[src/rtl/sfx_sequencer_if.sv]
// Port bundle for the sound-effect sequencer. The game logic drives the
// trigger, timing and mute inputs; the sequencer drives the tone-generator controls.
interface sfx_sequencer_if #(
    parameter int NUM_EVENTS = 2,
    parameter int TONE_W     = 4
);
    localparam int EV_W = (NUM_EVENTS > 1) ? $clog2(NUM_EVENTS) : 1;

    logic                  tick;
    logic [NUM_EVENTS-1:0] trig;
    logic                  mute;
    logic                  play;
    logic [TONE_W-1:0]     tone;
    logic                  busy;
    logic [EV_W-1:0]       cur_event;
    logic                  done;

    modport master (
        output tick, trig, mute,
        input  play, tone, busy, cur_event, done
    );

    modport slave (
        input  tick, trig, mute,
        output play, tone, busy, cur_event, done
    );
endinterface

[src/rtl/sfx_sequencer.sv]
// Prioritised multi-channel sound-effect sequencer. Each trigger channel plays
// its own note sequence from TONE_TABLE, paced by the shared tick strobe.
module sfx_sequencer #(
    parameter int NUM_EVENTS = 2,
    parameter int NOTES      = 2,
    parameter int TONE_W     = 4,
    parameter int NOTE_TICKS = 1,
    parameter int GAP_TICKS  = 0,
    parameter logic [NUM_EVENTS*NOTES*TONE_W-1:0] TONE_TABLE =
        {(NUM_EVENTS*NOTES){TONE_W'(3)}}
) (
    input logic            clk,
    input logic            reset,
    sfx_sequencer_if.slave bus
);
    localparam int EV_W   = (NUM_EVENTS > 1) ? $clog2(NUM_EVENTS) : 1;
    localparam int NOTE_W = (NOTES > 1) ? $clog2(NOTES) : 1;
    localparam int TCK_W  = (NOTE_TICKS > 1) ? $clog2(NOTE_TICKS) : 1;
    localparam int GAP_W  = (GAP_TICKS > 1) ? $clog2(GAP_TICKS) : 1;

    typedef enum logic [1:0] {IDLE, PLAY, GAP} state_t;

    state_t                state;
    logic [NUM_EVENTS-1:0] trig_q;
    logic [NUM_EVENTS-1:0] pending;
    logic [EV_W-1:0]       cur_event;
    logic [NOTE_W-1:0]     note;
    logic [TCK_W-1:0]      tick_cnt;
    logic [GAP_W-1:0]      gap_cnt;
    logic                  play_q;
    logic [TONE_W-1:0]     tone;
    logic                  busy;
    logic                  done;

    logic [NUM_EVENTS-1:0] trig_edge;
    logic [NUM_EVENTS-1:0] req;
    logic [NUM_EVENTS-1:0] win_mask;
    logic [EV_W-1:0]       winner;
    logic                  req_any;
    logic                  preempt;
    logic                  note_end;
    logic                  seq_end;
    logic                  gap_end;
    logic                  start;

    function automatic logic [TONE_W-1:0] tone_at(input logic [EV_W-1:0] ev,
                                                  input logic [NOTE_W-1:0] nt);
        return TONE_TABLE[(int'(ev) * NOTES + int'(nt)) * TONE_W +: TONE_W];
    endfunction

    // Stored requests plus fresh rising edges compete; the lowest index wins.
    always_comb begin
        trig_edge = bus.trig & ~trig_q;
        req       = pending | trig_edge;
        req_any   = |req;
        win_mask  = req & (~req + NUM_EVENTS'(1));
        winner    = '0;
        for (int i = NUM_EVENTS - 1; i >= 0; i--) begin
            if (req[i]) begin
                winner = EV_W'(i);
            end
        end
        preempt  = (state != IDLE) && req_any && (winner < cur_event);
        note_end = (state == PLAY) && bus.tick && (tick_cnt == TCK_W'(NOTE_TICKS - 1));
        seq_end  = note_end && (note == NOTE_W'(NOTES - 1));
        gap_end  = (state == GAP) && bus.tick && (gap_cnt == GAP_W'(GAP_TICKS - 1));
        start    = ((state == IDLE) && req_any) || preempt || (seq_end && req_any);
    end

    // A start (fresh, chained after a finished sequence, or preempting) always wins
    // over the normal note/gap progression; the displaced event is simply dropped.
    always_ff @(posedge clk or posedge reset) begin
        if (reset) begin
            state     <= IDLE;
            trig_q    <= '0;
            pending   <= '0;
            cur_event <= '0;
            note      <= '0;
            tick_cnt  <= '0;
            gap_cnt   <= '0;
            play_q    <= 1'b0;
            tone      <= '0;
            busy      <= 1'b0;
            done      <= 1'b0;
        end else begin
            trig_q <= bus.trig;
            done   <= seq_end && !preempt;
            if (start) begin
                state     <= PLAY;
                cur_event <= winner;
                note      <= '0;
                tick_cnt  <= '0;
                gap_cnt   <= '0;
                play_q    <= 1'b1;
                busy      <= 1'b1;
                tone      <= tone_at(winner, '0);
                pending   <= req & ~win_mask;
            end else begin
                pending <= req;
                case (state)
                    IDLE: begin
                        tick_cnt <= '0;
                    end
                    PLAY: begin
                        if (seq_end) begin
                            state    <= IDLE;
                            play_q   <= 1'b0;
                            busy     <= 1'b0;
                            tone     <= '0;
                            note     <= '0;
                            tick_cnt <= '0;
                        end else if (note_end) begin
                            note     <= note + NOTE_W'(1);
                            tick_cnt <= '0;
                            if (GAP_TICKS > 0) begin
                                state  <= GAP;
                                play_q <= 1'b0;
                                tone   <= '0;
                            end else begin
                                tone <= tone_at(cur_event, note + NOTE_W'(1));
                            end
                        end else if (bus.tick) begin
                            tick_cnt <= tick_cnt + TCK_W'(1);
                        end
                    end
                    GAP: begin
                        if (gap_end) begin
                            state   <= PLAY;
                            gap_cnt <= '0;
                            play_q  <= 1'b1;
                            tone    <= tone_at(cur_event, note);
                        end else if (bus.tick) begin
                            gap_cnt <= gap_cnt + GAP_W'(1);
                        end
                    end
                    default: begin
                        state <= IDLE;
                    end
                endcase
            end
        end
    end

    // Mute only silences the generator; sequencing carries on underneath it.
    assign bus.play      = play_q & ~bus.mute;
    assign bus.tone      = tone;
    assign bus.busy      = busy;
    assign bus.cur_event = cur_event;
    assign bus.done      = done;

endmodule

[src/flat_wrapper.sv]
// flat-port wrapper written by rule: the top's interface ports become plain ports
module sfx_sequencer_flat 
#(
    parameter int NUM_EVENTS = 2,
    parameter int NOTES      = 2,
    parameter int TONE_W     = 4,
    parameter int NOTE_TICKS = 1,
    parameter int GAP_TICKS  = 0,
    parameter logic [NUM_EVENTS*NOTES*TONE_W-1:0] TONE_TABLE =
        {(NUM_EVENTS*NOTES){TONE_W'(3)}}
)
  (clk, reset, bus_tick, bus_trig, bus_mute, bus_play, bus_tone, bus_busy, bus_cur_event, bus_done);
  sfx_sequencer_if #(.NUM_EVENTS(NUM_EVENTS), .TONE_W(TONE_W)) bus_i ();
  input logic clk;
  input logic reset;
  input wire logic [$bits(bus_i.tick)-1:0] bus_tick;
  input wire logic [$bits(bus_i.trig)-1:0] bus_trig;
  input wire logic [$bits(bus_i.mute)-1:0] bus_mute;
  output wire logic [$bits(bus_i.play)-1:0] bus_play;
  output wire logic [$bits(bus_i.tone)-1:0] bus_tone;
  output wire logic [$bits(bus_i.busy)-1:0] bus_busy;
  output wire logic [$bits(bus_i.cur_event)-1:0] bus_cur_event;
  output wire logic [$bits(bus_i.done)-1:0] bus_done;
  assign bus_i.tick = bus_tick;
  assign bus_i.trig = bus_trig;
  assign bus_i.mute = bus_mute;
  assign bus_play = bus_i.play;
  assign bus_tone = bus_i.tone;
  assign bus_busy = bus_i.busy;
  assign bus_cur_event = bus_i.cur_event;
  assign bus_done = bus_i.done;
  sfx_sequencer #(.NUM_EVENTS(NUM_EVENTS), .NOTES(NOTES), .TONE_W(TONE_W), .NOTE_TICKS(NOTE_TICKS), .GAP_TICKS(GAP_TICKS), .TONE_TABLE(TONE_TABLE)) u_core (.clk(clk), .reset(reset), .bus(bus_i));
endmodule
[config.mk]
export PLATFORM = sky130hd
export DESIGN_NAME = sfx_sequencer_flat
export DESIGN_NICKNAME = d
export VERILOG_FILES = /design/src/rtl/sfx_sequencer_if.sv /design/src/rtl/sfx_sequencer.sv /design/src/flat_wrapper.sv
export SDC_FILE = /design/constraint.sdc
export NUM_CORES = 1
export LEC_CHECK = 0
export CAP_MARGIN = 20
export CELL_PAD_IN_SITES_DETAIL_PLACEMENT = 1
export CELL_PAD_IN_SITES_GLOBAL_PLACEMENT = 2
export CORE_MARGIN = 2
export CORE_UTILIZATION = 25
export CTS_CLUSTER_DIAMETER = 120
export DETAILED_ROUTE_END_ITERATION = 8
export PLACE_DENSITY = 0.75
export SETUP_SLACK_MARGIN = 0.3
export SLEW_MARGIN = 20
export SYNTH_ARGS = -nofsm -noshare
export SYNTH_HDL_FRONTEND = slang
export SYNTH_SLANG_ARGS = --single-unit
[constraint.sdc]
create_clock -name clk -period 1.2 [get_ports clk]
set_input_delay 0.36 -clock clk [delete_from_list [all_inputs] [get_ports clk]]
set_output_delay 0.36 -clock clk [all_outputs]
set_load 0.01 [all_outputs]
## Yosys cells after proc, flatten, opt, wreduce, memory -nomap -nowiden

Cells that the tools add are included.
W data, S select, Z words.

- Flip-flop bits (word level): 17
- Input bits: 6
- Output and inout bits: 8
- Logic and storage cells: 99

- $add $sub $neg: 6
- Order comparisons: 1
- Equal/unequal tests: 7
- Shift-type cells: 3
- Mux-type cells: 31
- Bitwise operators: 10
- Reduce and logical (&&, ||, !) cells: 30

Operators with widths:

| kind | count |
|---|---|
| $shiftx A16 B32 Y4 const A | 2 |
| $mux W1 | 19 |
| $mux W4 | 4 |
| $shiftx A16 B5 Y4 const A | 1 |
| $reduce_bool A3 Y1 | 4 |
| $logic_and A1 B1 Y1 | 10 |
| $reduce_and A3 Y1 | 3 |
| $mux W2 | 4 |
| $pmux W4 S2 | 1 |
| $reduce_and A2 Y1 | 4 |
| $reduce_bool A2 Y1 | 4 |
| $add A2 B1 Y3 | 2 |
| $and A2 B2 Y2 | 3 |
| $ne A3 B1 Y1 const B | 2 |
| $not A2 Y2 | 3 |
| $pmux W2 S3 | 1 |
| $ne A5 B2 Y1 const B | 1 |
| $ne A4 B1 Y1 const B | 1 |
| $pmux W1 S2 | 2 |
| $add A1 B1 Y1 const B | 3 |
| $add A2 B1 Y2 const B | 1 |
| $eq A2 B1 Y1 const B | 1 |
| $eq A2 B2 Y1 const B | 1 |
| $logic_not A2 Y1 | 1 |
| 8 further kinds | 10 |

## Logic depth before layout (Yosys ltp)

Gate-level depths: netlist of the first run.

- Depth in word-level cells: 11
- Gate-level depth with buffers: 4
- Gate-level depth less buffers: 4

## Worst setup path before layout of the first run

OpenSTA, ideal clock, no wires.

- Path type: input to register
- Start: input port bus_trig[0]
- End: register u_core.busy, in the netlist u_core.bus.busy
- Library setup time: 0.118 ns
- Arrival time: 0.990 ns
- Required time: 1.082 ns
- Slack: 0.091 ns
- Stages on the path: 4
- Path buffers: 0
- Cell sequence: nor2b_2 a2111oi_4 a31oi_2 a21o_1

- Cells in the longest elaborated chain, start to end: 9
- Elaborated cells on any way between the ends: 15
- Classes of those cells: order compare (1); mux (2); bitwise (2); reduce/logical (10)

RTL lines:

| what | line | text |
|---|---|---|
| start: declaration | flat_wrapper.sv:17 | `input wire logic [$bits(bus_i.trig)-1:0] bus_trig;` |
| $and A2 B2 Y2 * | sfx_sequencer.sv:53 | `trig_edge = bus.trig & ~trig_q;` |
| $or A2 B2 Y2 * | sfx_sequencer.sv:54 | `req = pending \| trig_edge;` |
| $mux W1 or $reduce_or A2 Y1 (tied branches) | sfx_sequencer.sv:59, sfx_sequencer.sv:55 |  |
| $lt A1 B1 Y1 or $logic_and A1 B1 Y1 (tied branches) | sfx_sequencer.sv:63 | `preempt = (state != IDLE) && req_any && (winner < cur_event);` |
| $logic_and A1 B1 Y1 | sfx_sequencer.sv:63 |  |
| $logic_or A1 B1 Y1 | sfx_sequencer.sv:67 | `start = ((state == IDLE) && req_any) \|\| preempt \|\| (seq_end && req_any);` |
| $logic_or A1 B1 Y1 * | sfx_sequencer.sv:67 |  |
| $reduce_bool A2 Y1 (no source line) | n/a |  |
| $reduce_and A2 Y1 (no source line) | n/a |  |
| end signal: assignment | sfx_sequencer.sv:83 | `busy <= 1'b0;` |
| end signal: assignment | sfx_sequencer.sv:95 | `busy <= 1'b1;` |
| end signal: assignment | sfx_sequencer.sv:108 | `busy <= 1'b0;` |
| end: declaration | sfx_sequencer.sv:32 | `logic busy;` |

Every way passes the cells marked *; elsewhere a longest branch is shown, timed or not.
A chain may end at the register's enable or synchronous reset.

==> flow_summary.ini, run 1 <==
[die]
start_util = 0.259
num_io_pins = 14
die_y_um = 48.4
std_cell_rows = 16
dieArea_um2 = 2340
die_width_um = 48.4
core-area_um2 = 1900

[timing]
fmax_mhz = 806
slew_violations = 0
finalCritPeriodShare = 1.03
worst_clock_skew_ps = 0.937
setup_viol = 4
rsz0062_at_grt = yes
setup_ws_ps = -40.5
hold_viol_final = 0
min_period_ps = 1240

[cells_and_area]
synthToLayoutAreaGrowth_pct = 44.5
fillers = 216
fin_cells = 86
seq_area_um2 = 277
layout_common_cells = dfrtp_1 (10), buf_2 (5), buf_4 (4)
num-nets-final = 66
drive_above_1_share = 0.458
antenna_cells = 0
final_common_cell = dfrtp_1
finalInstanceArea_um2 = 711
multiInputGateArea_um2 = 243

[global_routing]
grt_max_degree = 12
grt_use_total = 0.0977
grt_pass1_wl_mm = 1.67
grt_pass1_vias = 385
grt_antenna_before_repair = 0
grt_overflow = 0

[route]
viasPerCell = 4.14
firstDrtPassIters = 4
drc = 0
vias = 356
drt-total-wl_um = 898
drtIter0Drc = 8
ant_nets = 0
wire_per_inst_um = 10.4

[min_path]
whs_path_depth = 1
hold_class = input pin to flop

[status]
violations = setup timing
status = finished, violations left

[cts]
root_buffer = clkbuf_4
htree_num_levels = 1
cts.sinks = 11
numCtsBuffers = 3
ctsHoldBuffers = 0
clk_pin_slew_ps = 70
clockBufferDepth = 2
cts_tree = built
clock_latency_ps = 260

[logic_synthesis]
ys_types = 23
avgSynthCellArea_um2 = 11.7
ys_seq_area_frac = 0.560
ys_async_sr_fraction = 1.00
synth_enable_flop_cells = 0
synthFlopType = dfrtp_1
synth_area_um2 = 492
synth_seq_cells = 11
yosys_warnings = 0
syn_inst = 42

[setup_path]
crit_arrival_ps = 880
path_max_fanout = 2
end_kind = output pin
worstSetupPathType = flop to output pin
crit_required_ps = 840
reg2reg_depth = 3
rrSetupSlack_ps = -10
cp-start-kind = flop

[place]
dp.cells = 80
place_area_um2 = 652
dp_hpwl_um = 670
routabilityCongestion = 0.641
portBuffers = 11

[flow_run]
max-cap-violations = 0

[power]
max-vdd-ir-drop_mv = 0.763
leakage_nw = 0.325
p_per_area_nw_per_um2 = 1970
-- worst max-delay path, stage by stage (launching register included) --
cell and delay (ps):
dfrtp_1 380, nor2b_4 130, buf_6 110
-- sequential cells by signal, summed over array words and instances, names as in the netlist --
name	count
u_core.pending	2
u_core.trig_q	2
u_core.bus.busy	1
u_core.bus.cur_event	1
u_core.bus.done	1
u_core.bus.tone	1
u_core.note	1
u_core.state	1
u_core.tick_cnt	1
-- cell families (layout without fill, tap and decap cells) --
| logic type | after synthesis | after routing | synth area share |
|---|---|---|---|
| simple gates | 13 | 13 | 0.153 |
| xor+xnor | 1 | 1 | 0.0178 |
| other cells | 1 | 2 | 0.00763 |
| flops | 11 | 11 | 0.560 |
| compound gates | 10 | 10 | 0.191 |
| buf+inv | 6 | 22 | 0.0712 |
-- cells in the mapped netlist, drive strengths merged, types with 2 or more instances --
cell | count | area (µm²)
nor2 | 2 | 7.51
a21oi | 3 | 15.0
a21o | 2 | 15.0
inv | 2 | 7.50
buf | 4 | 27.5
nand2 | 4 | 15.0
dfrtp | 11 | 275
nor2b | 2 | 15.0
-- what timing repair did --
item	4_1_cts	5_1_grt
resized for setup	37	3
pin swaps	4	1
hold endpoints to repair	0	0
setup buffers	0	2
setup endpoints to repair	15	15
-- cell type report --
class / instances / share of cell area
flip-flops and latches: 11 / 0.389
multi-input cells: 26 / 0.342
repair buffers: 16 / 0.174
well taps: 27 / 0.0475
clock buffers: 4 / 0.0370
inverters: 2 / 0.0106
-- power breakdown --
part           switching [mW]  total, mW  leakage [nW]  internal [mW]
Combinational           0.272      0.566         0.182          0.294
Sequential             0.0997      0.588         0.128          0.488
Clock                   0.120      0.249        0.0150          0.129
Total                   0.492       1.40         0.325          0.910
-- per-layer routing --
layer	part of all wire	GRT usage	wire length (µm)
met4	0	0.0571	0
met5	0	0	0
met3	0.063	0.0525	57
met2	0.50	0.146	453
met1	0.43	0.110	387
-- path summary, 6_finish.rpt --
| check | startpoint | to |
|---|---|---|
| max in group asynchronous | reset | u_core.pending[0] |
| min reg2reg | u_core.bus.busy | u_core.bus.busy |
| max | u_core.state[0] | bus_play |
| max reg2reg | u_core.pending[1] | u_core.bus.busy |
| min in group asynchronous | reset | u_core.bus.busy |
| min | bus_trig[0] | u_core.trig_q[0] |
-- through the flow --
step                power [mW]  setup slack [ps]  hold WS, ps  setup TNS [ps]  utilization
global placement          1.12              -599          464           -3510        0.343
finish                    1.40             -40.5          314           -52.9        0.374
CTS                       1.40             -59.5          339           -88.6        0.361
detailed placement        1.13              -598          470           -3600        0.343
global route              1.52             -89.5          314            -279        0.374
floorplan                0.916               101          212               0            -
Note: power is estimated with default switching activity, not from simulation.
==> run 2, diff against run 1 <==
--- a/config.mk
+++ b/config.mk
@@ -5,14 +5,13 @@
 export SDC_FILE = /design/constraint.sdc
 export NUM_CORES = 1
 export LEC_CHECK = 0
-export CAP_MARGIN = 20
 export CELL_PAD_IN_SITES_DETAIL_PLACEMENT = 1
 export CELL_PAD_IN_SITES_GLOBAL_PLACEMENT = 2
 export CORE_MARGIN = 2
-export CORE_UTILIZATION = 25
+export CORE_UTILIZATION = 29
 export CTS_CLUSTER_DIAMETER = 120
 export DETAILED_ROUTE_END_ITERATION = 8
-export PLACE_DENSITY = 0.75
+export PLACE_DENSITY = 0.82
 export SETUP_SLACK_MARGIN = 0.3
 export SLEW_MARGIN = 20
 export SYNTH_ARGS = -nofsm -noshare
==> constraint.sdc (replaced) <==
create_clock -name clk -period 1.48 [get_ports clk]
set_input_delay 0.444 -clock clk [delete_from_list [all_inputs] [get_ports clk]]
set_output_delay 0.444 -clock clk [all_outputs]
set_load 0.01 [all_outputs]
==> run 2 against run 1 <==
Against the previous run: the run now ends clean; register-to-register slack gained 250 ps; non-clock buffer count stayed put; critical path depth unchanged; wire length up 14%; sequential cell count is the same; cell area shrank 7.2%; via count did not move; sequential share of layout area grew 2.8 points; count of clock-buffer cells in the layout unchanged; first-iteration DRC count shrank 63%; clock skew about the same; power down 21%; largest power group unchanged.
==> flow_summary.ini, run 2 (synthesized netlist as in run 1, its figures left out) <==
[cells_and_area]
fin_cells = 75
reg_top3 = u_core.pending x2, u_core.trig_q x2
synthToLayoutAreaGrowth_pct = 34.1
layout_common_cells = dfrtp_1 (11), buf_2 (5), buf_4 (5)
finalCoreUtilization = 0.428
antenna_cells = 0
num-nets-final = 66
drive_above_1_share = 0.390
final_common_cell = dfrtp_1

[route]
ant_nets = 0
drc = 0
wire_per_inst_um = 13.7
viasPerCell = 4.75
vias = 356
firstDrtPassIters = 2
drtIter0Drc = 3
drt-total-wl_mm = 1.02

[setup_path]
crit_arrival_ps = 900
cp-start-kind = flop
r2r-end = u_core.bus.cur_event
worstSetupPathType = flop to output pin
timing.rr.start = u_core.pending[1]
rrSetupSlack_ps = 240
end_kind = output pin
reg2reg_depth = 3
path_max_fanout = 2
crit_required_ps = 1040

[die]
std_cell_rows = 14
num_io_pins = 14
dieArea_um2 = 2040
die_width_um = 45.2
core-area_um2 = 1540
start_util = 0.319
die_y_um = 45.2

[timing]
finalCritPeriodShare = 0.907
min_period_ps = 1340
fin_tns_setup_ps = 0
whs_ps = 399
slew_violations = 0
fmax_mhz = 745
setup_viol = 0
worst_clock_skew_ps = 0.667
hold_viol_final = 0
rsz0062_at_grt = yes

[place]
dp.cells = 68
portBuffers = 11
routabilityCongestion = 0.775
dp_hpwl_um = 714

[cts]
clock_latency_ps = 260
numCtsBuffers = 3
htree_num_levels = 1
cts.sinks = 11
cts_tree = built
root_buffer = clkbuf_4
ctsHoldBuffers = 0
clockBufferDepth = 2
clk_pin_slew_ps = 70

[min_path]
hold_end = u_core.trig_q[0]
hold_class = input pin to flop
min_from = bus_trig[0]
whs_path_depth = 1

[global_routing]
grt_use_total = 0.114
grt_max_degree = 12
grt_pass1_vias = 365
grt_overflow = 0
grt_pass1_wl_mm = 1.60
grt_antenna_before_repair = 0

[power]
leakage_nw = 0.307
p_per_area_nw_per_um2 = 1690
max-vdd-ir-drop_mv = 0.560

[flow_run]
max-cap-violations = 0

[status]
status = finished clean
-- run 2: what timing repair did --
action	in CTS	in global routing
resized for setup	35	1
setup endpoints to repair	15	10
setup buffers	2	1
pin swaps	3	0
cloned	0	0
-- run 2: stage by stage --
stage	power [mW]	setup WS, ps	cell area (µm²)
after detailed placement	0.892	-449	618
after global placement	0.876	-442	618
after global routing	1.19	99.0	659
after CTS	1.09	117	647
final	1.11	137	659
after floorplan	0.718	331	500
-- run 2: how the worst max path moves through the flow --
stage                    startpoint              end  cells past startpoint  slack (ps)
floorplan               bus_trig[0]  u_core.bus.busy                      4         330
global placement           bus_mute         bus_play                      3        -440
detailed placement         bus_mute         bus_play                      3        -450
CTS                 u_core.state[0]         bus_play                      2         120
global route        u_core.state[0]         bus_play                      2         100
finish              u_core.state[0]         bus_play                      2         140
-- run 2: critical path, stage by stage (launching register included) --
cell	delay, ps
dfrtp_1	380
nor2b_1	130
buf_2	130
-- run 2: power breakdown --
group | leakage (nW) | switching (mW) | internal (mW)
Combinational | 0.163 | 0.210 | 0.229
Clock | 0.0150 | 0.0979 | 0.104
Sequential | 0.129 | 0.0791 | 0.393
Total | 0.307 | 0.387 | 0.726
-- run 2: area by class of cell --
type	count	area (µm²)
clock buffer	4	26.3
fill	180	882
inverter	2	7.51
multi-input combinational	26	208
sequential	11	275
tap	16	20.0
timing repair buffer	16	123
-- run 2: layer usage --
metal	wire, µm	vias up	share of wire	track usage
met5	0	-	0	0
met3	60	0	0.059	0.0480
met4	0	0	0	0.0529
li1	-	172	-	-
met1	433	174	0.42	0.132
met2	530	10	0.52	0.183
==> run 3, diff against run 2 <==
--- a/config.mk
+++ b/config.mk
@@ -5,13 +5,14 @@
 export SDC_FILE = /design/constraint.sdc
 export NUM_CORES = 1
 export LEC_CHECK = 0
+export ABC_AREA = 1
 export CELL_PAD_IN_SITES_DETAIL_PLACEMENT = 1
 export CELL_PAD_IN_SITES_GLOBAL_PLACEMENT = 2
 export CORE_MARGIN = 2
-export CORE_UTILIZATION = 29
+export CORE_UTILIZATION = 27
 export CTS_CLUSTER_DIAMETER = 120
 export DETAILED_ROUTE_END_ITERATION = 8
-export PLACE_DENSITY = 0.82
+export PLACE_DENSITY = 0.83
 export SETUP_SLACK_MARGIN = 0.3
 export SLEW_MARGIN = 20
 export SYNTH_ARGS = -nofsm -noshare
==> run 3 against run 2 <==
Against the previous run: worst hold slack better by 40 ps; die area up 9.0%; sequential share of layout area down 4.6 points; critical path depth up 1; cell area up 12%; clock power up 4%; global-route usage up 1.5 points; clock skew up 6.6 ps; power up 21%; count of clock-buffer cells in the layout unchanged; sequential power down 3%; largest power group is now combinational logic; highest routed layer is now met4.
==> flow_summary.ini, run 3 <==
[logic_synthesis]
avgSynthCellArea_um2 = 8.53
synth_area_um2 = 503
synth_xor_area_frac = 0
ys_seq_area_frac = 0.547
synth_enable_flop_cells = 0
synth_compound_area_frac = 0.0299
synthFlopType = dfrtp_1
ys_async_sr_fraction = 1.00
syn_inst = 59
synth_mux_area_frac = 0
ys_top_cells_by_count = nand2_1 (15), inv_1 (12), dfrtp_1 (11)
yosysMostFrequentCell = nand2_1
ys_top_cells_by_area = dfrtp_1 (55%), nand2_1 (11%), inv_1 (9.0%)
synth_seq_cells = 11
synth_top_area_frac = 0.547
post-synth-top-area-cell = dfrtp_1
synth_simple_gate_area_frac = 0.274
synthAdderAreaFrac = 0
ys_types = 15
yosys_warnings = 0
synth_top_family_by_area = simple AND/OR/NAND/NOR gates

[die]
dieArea_um2 = 2220
num_io_pins = 14
core-area_um2 = 1750
start_util = 0.288
die_width_um = 47.2
std_cell_rows = 15
die_y_um = 47.2

[timing]
worst_clock_skew_ps = 7.27
slew_violations = 0
whs_ps = 439
rsz0062_at_grt = yes
setup_viol = 0
hold_viol_final = 0
fmax_mhz = 749
finalCritPeriodShare = 0.902
min_period_ps = 1330

[cts]
clockBufferDepth = 2
cts_tree = built
htree_num_levels = 1
clk_pin_slew_ps = 80
cts.sinks = 11
root_buffer = clkbuf_4
numCtsBuffers = 3
clock_latency_ps = 270

[route]
viasPerCell = 4.21
wire_per_inst_um = 11.9
firstDrtPassIters = 2
ant_nets = 0
drc = 0
drtIter0Drc = 2
vias = 450
drt-total-wl_mm = 1.27

[setup_path]
cp-start-kind = input pin
crit_arrival_ps = 890
worstSetupPathType = input pin to output pin
crit_required_ps = 1040
path_max_fanout = 1
end_kind = output pin

[power]
swShare = 0.404
internal-power_mw = 0.804
p_seq_frac = 0.339
p_per_area_nw_per_um2 = 1820
leakage_nw = 0.398
p_comb_frac = 0.504
p_sw_mw = 0.545
max-vdd-ir-drop_mv = 0.456
power.share.clock = 0.156

[cells_and_area]
synthToLayoutAreaGrowth_pct = 47.3
reg_top3 = u_core.pending x2, u_core.trig_q x2
antenna_cells = 0
finalCoreUtilization = 0.424
final_common_cell = nand2_1
num-nets-final = 89
drive_above_1_share = 0.354
layout_common_cells = nand2_1 (14), inv_1 (11), dfrtp_1 (11)
fin_cells = 107

[place]
dp_hpwl_um = 826
routabilityCongestion = 0.798
dp.cells = 99
portBuffers = 11

[global_routing]
grt_overflow = 0
grt_pass1_vias = 429
grt_antenna_before_repair = 0
grt_pass1_wl_mm = 1.90
grt_max_degree = 12
grt_use_total = 0.129

[flow_run]
max-cap-violations = 0

[min_path]
hold_class = input pin to flop

[status]
status = finished clean
## run 3: final timing paths
| kind | startpoint | end | slack, ps | depth (start not counted) |
|---|---|---|---|---|
| max | bus_mute | bus_play | 150 | 3 |
| max in group asynchronous | reset | u_core.tick_cnt | 720 | 2 |
| max reg2reg | u_core.state[0] | u_core.bus.busy | 350 | 7 |
| min | bus_trig[1] | u_core.trig_q[1] | 440 | 1 |
| min reg2reg | u_core.bus.busy | u_core.bus.busy | 510 | 2 |
| min in group asynchronous | reset | u_core.bus.done | 460 | 2 |
## run 3: metrics by stage
stage | worst slack (ps) | setup TNS (ps) | total power, mW | area, µm²
final | 145 | 0 | 1.35 | 741
after global routing | 102 | 0 | 1.46 | 741
after CTS | 146 | 0 | 1.29 | 707
after detailed placement | -442 | -1660 | 1.05 | 671
after global placement | -433 | -1510 | 1.03 | 671
after floorplan | 392 | 0 | 0.783 | 507
## run 3: cells by family after synthesis
kind of cell           Yosys count
AND/OR/NAND/NOR                 28
buffers and inverters           16
flip-flops                      11
AO/OA/AOI/OAI                    3
other                            1
## run 3: repair_timing
item / in CTS / in global routing
setup buffers: 3 / 1
resized for setup: 34 / 4
setup endpoints to repair: 15 / 12
hold buffers: 0 / 0
pin swaps: 4 / 1
## run 3: layout make-up
cell class	count	area [µm²]
sequential	11	275
timing repair buffer	21	156
clock buffer	4	26.3
inverter	13	48.8
multi-input combinational	33	203
tap	25	31.3
fill	219	1000
## run 3: metal layers
layer / track usage / up-vias / share of wire
met4: 0.0833 / 0 / 0.033
li1: - / 219 / -
met1: 0.135 / 212 / 0.40
met2: 0.225 / 13 / 0.53
met3: 0.0385 / 6 / 0.039
met5: 0 / - / 0
## run 3: power by group through the flow
stage	registers (mW)	logic (mW)	clock network (mW)
after floorplan	0.473	0.310	0
after global routing	0.472	0.750	0.241
after global placement	0.452	0.576	0
after CTS	0.452	0.622	0.219
after detailed placement	0.455	0.592	0
final	0.458	0.680	0.211
## run 3: worst max-delay path: stages
cell and delay, ps:
dlygate4sd2_1 230, nor2_1 90, buf_2 130
